==> src/rtl/lut_serial_sequencer.sv <==
// Bit-serial sequencer sharing one 2-input LUT unit across a WIDTH-bit job.
// Optional res_parity output under `define LUT_SEQ_PARITY_EN.
module lut_fu (
  input  logic [3:0] func_i,
  input  logic       a_i,
  input  logic       b_i,
  output logic       y_o
);
  assign y_o = func_i[{a_i, b_i}];
endmodule

module lut_serial_sequencer #(
  parameter int WIDTH = 8
) (
  input  logic             clk,
  input  logic             rst_n,
  input  logic             req_valid,
  output logic             req_ready,
  input  logic [WIDTH-1:0] req_a,
  input  logic [WIDTH-1:0] req_b,
  input  logic [3:0]       req_func,
  input  logic             abort,
  output logic             busy,
  output logic             res_valid,
  input  logic             res_ready,
  output logic [WIDTH-1:0] res_data
`ifdef LUT_SEQ_PARITY_EN
  ,
  output logic             res_parity
`endif
);
  localparam int CNT_W = (WIDTH > 1) ? $clog2(WIDTH) : 1;
  localparam logic [CNT_W-1:0] LAST = CNT_W'(WIDTH - 1);

  typedef enum logic [1:0] {
    S_IDLE,
    S_RUN,
    S_DONE
  } state_t;

  state_t           state_q, state_d;
  logic [CNT_W-1:0] cnt_q, cnt_d;
  logic [WIDTH-1:0] a_q, a_d;
  logic [WIDTH-1:0] b_q, b_d;
  logic [3:0]       func_q, func_d;
  logic [WIDTH-1:0] data_q, data_d;
  logic             fu_y;

  lut_fu u_fu (
    .func_i (func_q),
    .a_i    (a_q[cnt_q]),
    .b_i    (b_q[cnt_q]),
    .y_o    (fu_y)
  );

  always_comb begin
    state_d = state_q;
    cnt_d   = cnt_q;
    a_d     = a_q;
    b_d     = b_q;
    func_d  = func_q;
    data_d  = data_q;
    unique case (state_q)
      S_IDLE: begin
        if (req_valid) begin
          a_d     = req_a;
          b_d     = req_b;
          func_d  = req_func;
          data_d  = '0;
          cnt_d   = '0;
          state_d = S_RUN;
        end
      end
      S_RUN: begin
        if (abort) begin
          data_d  = '0;
          cnt_d   = '0;
          state_d = S_IDLE;
        end else begin
          data_d[cnt_q] = fu_y;
          // Counter parks on the last index rather than wrapping.
          if (cnt_q == LAST) begin
            state_d = S_DONE;
          end else begin
            cnt_d = cnt_q + 1'b1;
          end
        end
      end
      S_DONE: begin
        if (res_ready) state_d = S_IDLE;
      end
      default: state_d = S_IDLE;
    endcase
  end

  always_ff @(posedge clk or negedge rst_n) begin
    if (!rst_n) begin
      state_q <= S_IDLE;
      cnt_q   <= '0;
      a_q     <= '0;
      b_q     <= '0;
      func_q  <= '0;
      data_q  <= '0;
    end else begin
      state_q <= state_d;
      cnt_q   <= cnt_d;
      a_q     <= a_d;
      b_q     <= b_d;
      func_q  <= func_d;
      data_q  <= data_d;
    end
  end

  assign req_ready = (state_q == S_IDLE);
  assign busy      = (state_q == S_RUN);
  assign res_valid = (state_q == S_DONE);
  assign res_data  = data_q;

`ifdef LUT_SEQ_PARITY_EN
  logic par_q, par_d;

  always_comb begin
    par_d = par_q;
    if (state_q == S_IDLE && req_valid) begin
      par_d = 1'b0;
    end else if (state_q == S_RUN) begin
      par_d = abort ? 1'b0 : (par_q ^ fu_y);
    end
  end

  always_ff @(posedge clk or negedge rst_n) begin
    if (!rst_n) par_q <= 1'b0;
    else        par_q <= par_d;
  end

  assign res_parity = par_q;
`endif
endmodule

==> config.mk <==
export PLATFORM = sky130hd
export DESIGN_NAME = lut_serial_sequencer
export DESIGN_NICKNAME = d
export VERILOG_FILES = /design/src/rtl/lut_serial_sequencer.sv
export SDC_FILE = /design/constraint.sdc
export NUM_CORES = 1
export LEC_CHECK = 0
export ABC_AREA = 0
export BUFFER_PORTS_ARGS = -buffer_cell sky130_fd_sc_hd__buf_2
export CORE_MARGIN = 10
export CORE_UTILIZATION = 35
export DETAILED_ROUTE_END_ITERATION = 16
export GPL_ROUTABILITY_DRIVEN = 1
export SKIP_CTS_REPAIR_TIMING = 1
export SLEW_MARGIN = 5
export SYNTH_ARGS = -nofsm -noshare
export SYNTH_HDL_FRONTEND = slang
export SYNTH_HIERARCHICAL = 1
export SYNTH_SLANG_ARGS = --single-unit
==> constraint.sdc <==
create_clock -name clk -period 5.2 [get_ports clk]
set_input_delay 1.04 -clock clk [delete_from_list [all_inputs] [get_ports clk]]
set_output_delay 1.04 -clock clk [all_outputs]
set_load 0.05 [all_outputs]
==> results.cfg, run 1 <==
[detailed_routing]
detail-route-antenna-nets = 0
vias = 1116
drt_wl_total_um = 3430
drt_iter0_drc = 84
avgViaCountPerCell = 5.07
drtPass1Iterations = 4
route.detailed.drc = 0
avgRoutedWirePerCell_um = 15.6

[yosys]
async_flop_share = 1.00
synth.distinct_cells = 37
synth.avg_cell_area_um2 = 12.2
ys_ff_latch = 33
syn_nets = 160
yosys_warnings = 6
postSynthCellCount = 133
synth-edff-count = 0
ys.flop_type = dfrtp_1
seq_area_frac_synth = 0.509
mappedNetlistArea_um2 = 1620

[critical_path]
crit_chain = mux2_2 -> a2bb2oi_1 -> o22ai_1 -> mux4_2 -> and3_1 -> a32o_1
crit_fanout = 22
crit_type = reg2reg
slowest_stage = dfrtp_1
worst-r2r-setup-slack_ns = 2.62
cp_slowest_stage_delay_ns = 0.82
r2r-end = res_data[5]$_DFFE_PN0P_
r2r_start = cnt_q[1]$_DFFE_PN0P_
r2r_cells = 6
cp-start-kind = flip-flop
critPathRequiredTime_ns = 5.38
crit_path_end_kind = flip-flop
arrival_ns = 2.75

[hold_path]
min_from = res_data[0]$_DFFE_PN0P_
whs_path_depth = 1
hold_class = reg2reg
min_to = res_data[0]$_DFFE_PN0P_

[sta]
fmax_ghz = 0.388
report.final.slew_viol_count = 0
fin_hold_ws_ns = 0.504
finalHoldViolations = 0
fin_skew_ns = 0.00555
worst_slew_margin_rel = 0.504
finalCritPeriodShare = 0.495
rsz0062_at_grt = false
setup_viol = 0
setup_ws_ns = 2.62
tns_ns = 0
period_needed_ns = 2.58
tightest_slew_ns = 0.743

[run]
maxCapViolations = 0

[floorplanning]
die_h_um = 88.1
die_x_um = 88.1
num_rows = 24
start_util = 0.367
core_um2 = 4410
dieArea_um2 = 7760
io_pins = 36

[place]
gp_congestion = 0.799
hpwl_um = 2640
pre_cts_ws_ns = 2.63
port_buffers = 35

[clock_tree]
clk_pin_slew_ns = 0.07
root_buffer = clkbuf_8
clkLatencyLatePin_ns = 0.28
numCtsBuffers = 5
clock_sinks = 33
h-tree-depth = 2
tritoncts = built
clock_path_buffers = 2

[power]
ir_drop_mv = 0.160
leakage_uw = 0.000893
powerDensity_nw_per_um2 = 358

[layout]
antenna_cells = 0
fin_util = 0.427
synthToLayoutAreaGrowth_pct = 16.2
layout_commonest_cell = buf_2
final_cell_mix = buf_2 (35), dfrtp_1 (33), mux2_2 (23)
drive_above_1_share = 0.440
nets = 194

[grt]
grt_pass1_wl_um = 6070
grt.overflow.total = 0
grt_max_degree = 34
grt_pass1_vias = 1307
antenna_found_initial = 0
track_usage = 0.0989

[outcome]
status = finished clean
cell type report:
cell class	instances	area, um2
clock buffer	5	68.8
clock inverter	3	17.5
fill	436	2530
inverter	2	7.51
multi-input combinational	90	724
sequential	33	826
tap	52	65.1
timing repair buffer	35	175
registers in the layout, summed over array words and instances (netlist names):
register / flops
func_q: 4
b_q: 8
res_data: 8
state_q: 2
cnt_q: 3
a_q: 8
per-stage QoR:
step                      instances  instance area (um2)  power, uW
final                           220                 1880        675
after global routing            220                 1880        721
after CTS                       220                 1880        686
after detailed placement        212                 1800        498
after global placement          212                 1800        488
after floorplan                 133                 1620        459
worst max-delay path: cells and delay by family (launching register included):
kind            cells  cell delay [ns]
flops               1             0.82
simple gates        1             0.23
compound gates      3             0.53
mux                 2             0.88
logic make-up after synthesis:
kind of cell / share of synthesized area
flip-flops: 0.509
buffers and inverters: 0.0440
adder cells (fa/ha/maj): 0.0154
AND/OR/NAND/NOR: 0.105
AO/OA/AOI/OAI: 0.137
multiplexers: 0.189
power by group:
group	internal [uW]	switching (uW)
clock	92.1	91.9
sequential	299	37.9
combinational	80.9	73.1
total	472	203
routing by layer:
layer | GRT usage | wire length, um | vias up
met4 | 0.0342 | 52 | 0
met3 | 0.0492 | 258 | 7
met5 | 0 | 0 | -
met1 | 0.116 | 1510 | 527
li1 | - | - | 554
met2 | 0.154 | 1610 | 28
worst max path at each step:
stage / slack, ns / start / end / cells past startpoint
after floorplan: 3.05 / state_q[1]$_DFFE_PN0P_ / req_ready / 1
after global placement: 2.70 / cnt_q[1]$_DFFE_PN0P_ / res_data[5]$_DFFE_PN0P_ / 6
after detailed placement: 2.63 / cnt_q[1]$_DFFE_PN0P_ / res_data[5]$_DFFE_PN0P_ / 6
after CTS: 2.62 / cnt_q[1]$_DFFE_PN0P_ / res_data[5]$_DFFE_PN0P_ / 6
after global routing: 2.44 / cnt_q[1]$_DFFE_PN0P_ / res_data[5]$_DFFE_PN0P_ / 6
final: 2.62 / cnt_q[1]$_DFFE_PN0P_ / res_data[5]$_DFFE_PN0P_ / 6
cell usage after synthesis, drive strengths merged, types with 3 or more instances:
library cell / n / share of area
nor2: 8 / 0.023
nor2b: 3 / 0.012
nand2: 6 / 0.014
a21oi: 5 / 0.015
o21ai: 13 / 0.040
buf: 8 / 0.039
mux2: 24 / 0.17
dfrtp: 33 / 0.51
a22o: 5 / 0.027
Power figures use the tool's default switching activity.
==> run 2, diff against run 1 <==
- clock period: 5.2 -> 2.2 ns (I/O delays scaled with it)
==> results.cfg, run 2 (synthesis gave the netlist of run 1 again) <==
[detailed_routing]
detail-route-antenna-nets = 0
drt_wl_total_um = 3540
route.detailed.drc = 0
drt_iter0_drc = 48
drtPass1Iterations = 6
vias = 1148
avgViaCountPerCell = 5.13
avgRoutedWirePerCell_um = 15.8

[clock_tree]
clock_sinks = 33
clkLatencyLatePin_ns = 0.27
h-tree-depth = 2
clock_path_buffers = 2
root_buffer = clkbuf_8
tritoncts = built
numCtsBuffers = 5
clk_pin_slew_ns = 0.07

[floorplanning]
start_util = 0.367
num_rows = 24
die_x_um = 88.1
io_pins = 36
dieArea_um2 = 7760
core_um2 = 4410
die_h_um = 88.1

[critical_path]
r2r-end = res_data[5]$_DFFE_PN0P_
critPathRequiredTime_ns = 2.36
crit_type = reg2reg
r2r_cells = 6
cp-start-kind = flip-flop
r2r_start = cnt_q[0]$_DFFE_PN0P_
crit_fanout = 9
slowest_stage = dfrtp_2
cp_slowest_stage_delay_ns = 0.47
crit_path_end_kind = flip-flop
crit_chain = nand2b_1 -> a211oi_2 -> o22ai_2 -> mux4_2 -> and3_4 -> a32o_1
worst-r2r-setup-slack_ns = 0.11
arrival_ns = 2.25

[place]
gp_congestion = 0.813
place_area_um2 = 1840
hpwl_um = 2780
port_buffers = 35
dp.cells = 217

[power]
powerDensity_nw_per_um2 = 880
leakage_uw = 0.000932
ir_drop_mv = 0.500

[layout]
final_area_um2 = 1970
synthToLayoutAreaGrowth_pct = 21.5
final_cell_mix = buf_2 (35), dfrtp_1 (31), mux2_2 (23)
drive_above_1_share = 0.494
antenna_cells = 0
fin_util = 0.446
nets = 199
final_cell_count_no_fill = 224
layout_commonest_cell = buf_2

[sta]
fin_skew_ns = 0.00438
finalCritPeriodShare = 0.949
rsz0062_at_grt = false
setup_viol = 0
report.final.slew_viol_count = 0
worst_slew_margin_rel = 0.508
period_needed_ns = 2.09
finalHoldViolations = 0
fmax_ghz = 0.479
tns_ns = 0
fin_hold_ws_ns = 0.222
tightest_slew_ns = 0.738

[grt]
grt_pass1_wl_um = 6020
antenna_found_initial = 0
track_usage = 0.0976
grt_pass1_vias = 1257
grt.overflow.total = 0
grt_max_degree = 34

[hold_path]
hold_class = in2async

[run]
maxCapViolations = 0

[outcome]
status = finished clean
-- run 2: per-stage QoR --
stage	worst slack, ns	power, uW
final	0.112	1730
after global routing	0.0119	1840
after CTS	-0.0158	1740
after detailed placement	-0.00761	1200
after global placement	0.111	1180
after floorplan	0.0679	1090
-- run 2: worst max-delay path by stage --
stage,from,endpoint,slack (ns),depth (start not counted)
after floorplan,cnt_q[1]$_DFFE_PN0P_,res_data[5]$_DFFE_PN0P_,0.07,9
after global placement,cnt_q[1]$_DFFE_PN0P_,res_data[5]$_DFFE_PN0P_,0.11,6
after detailed placement,cnt_q[1]$_DFFE_PN0P_,res_data[5]$_DFFE_PN0P_,-0.008,7
after CTS,cnt_q[1]$_DFFE_PN0P_,res_data[5]$_DFFE_PN0P_,-0.02,7
after global routing,cnt_q[1]$_DFFE_PN0P_,res_data[5]$_DFFE_PN0P_,0.01,7
final,cnt_q[0]$_DFFE_PN0P_,res_data[5]$_DFFE_PN0P_,0.11,6
-- run 2: power breakdown --
part | switching (uW) | internal, uW | total, uW
logic | 204 | 215 | 420
clock network | 207 | 329 | 535
registers | 71.1 | 708 | 779
-- run 2: critical path: cells and delay by family (launching register included) --
kind / cells / cell delay [ns]
multiplexers: 1 / 0.45
AND/OR/NAND/NOR: 2 / 0.43
flip-flops: 1 / 0.47
AO/OA/AOI/OAI: 3 / 0.62
-- run 2: routing by layer --
metal,share of wire,global-route usage
met5,0,0
met4,0.011,0.0300
met2,0.47,0.156
met3,0.077,0.0427
met1,0.44,0.116
-- run 2: area by class of cell --
class / instances / area [um2]
Clock inverter: 2 / 35.0
Multi-Input combinational cell: 90 / 749
Timing Repair Buffer: 40 / 216
Fill cell: 436 / 2440
Inverter: 2 / 7.51
Sequential cell: 33 / 828
Tap cell: 52 / 65.1
Clock buffer: 5 / 68.8
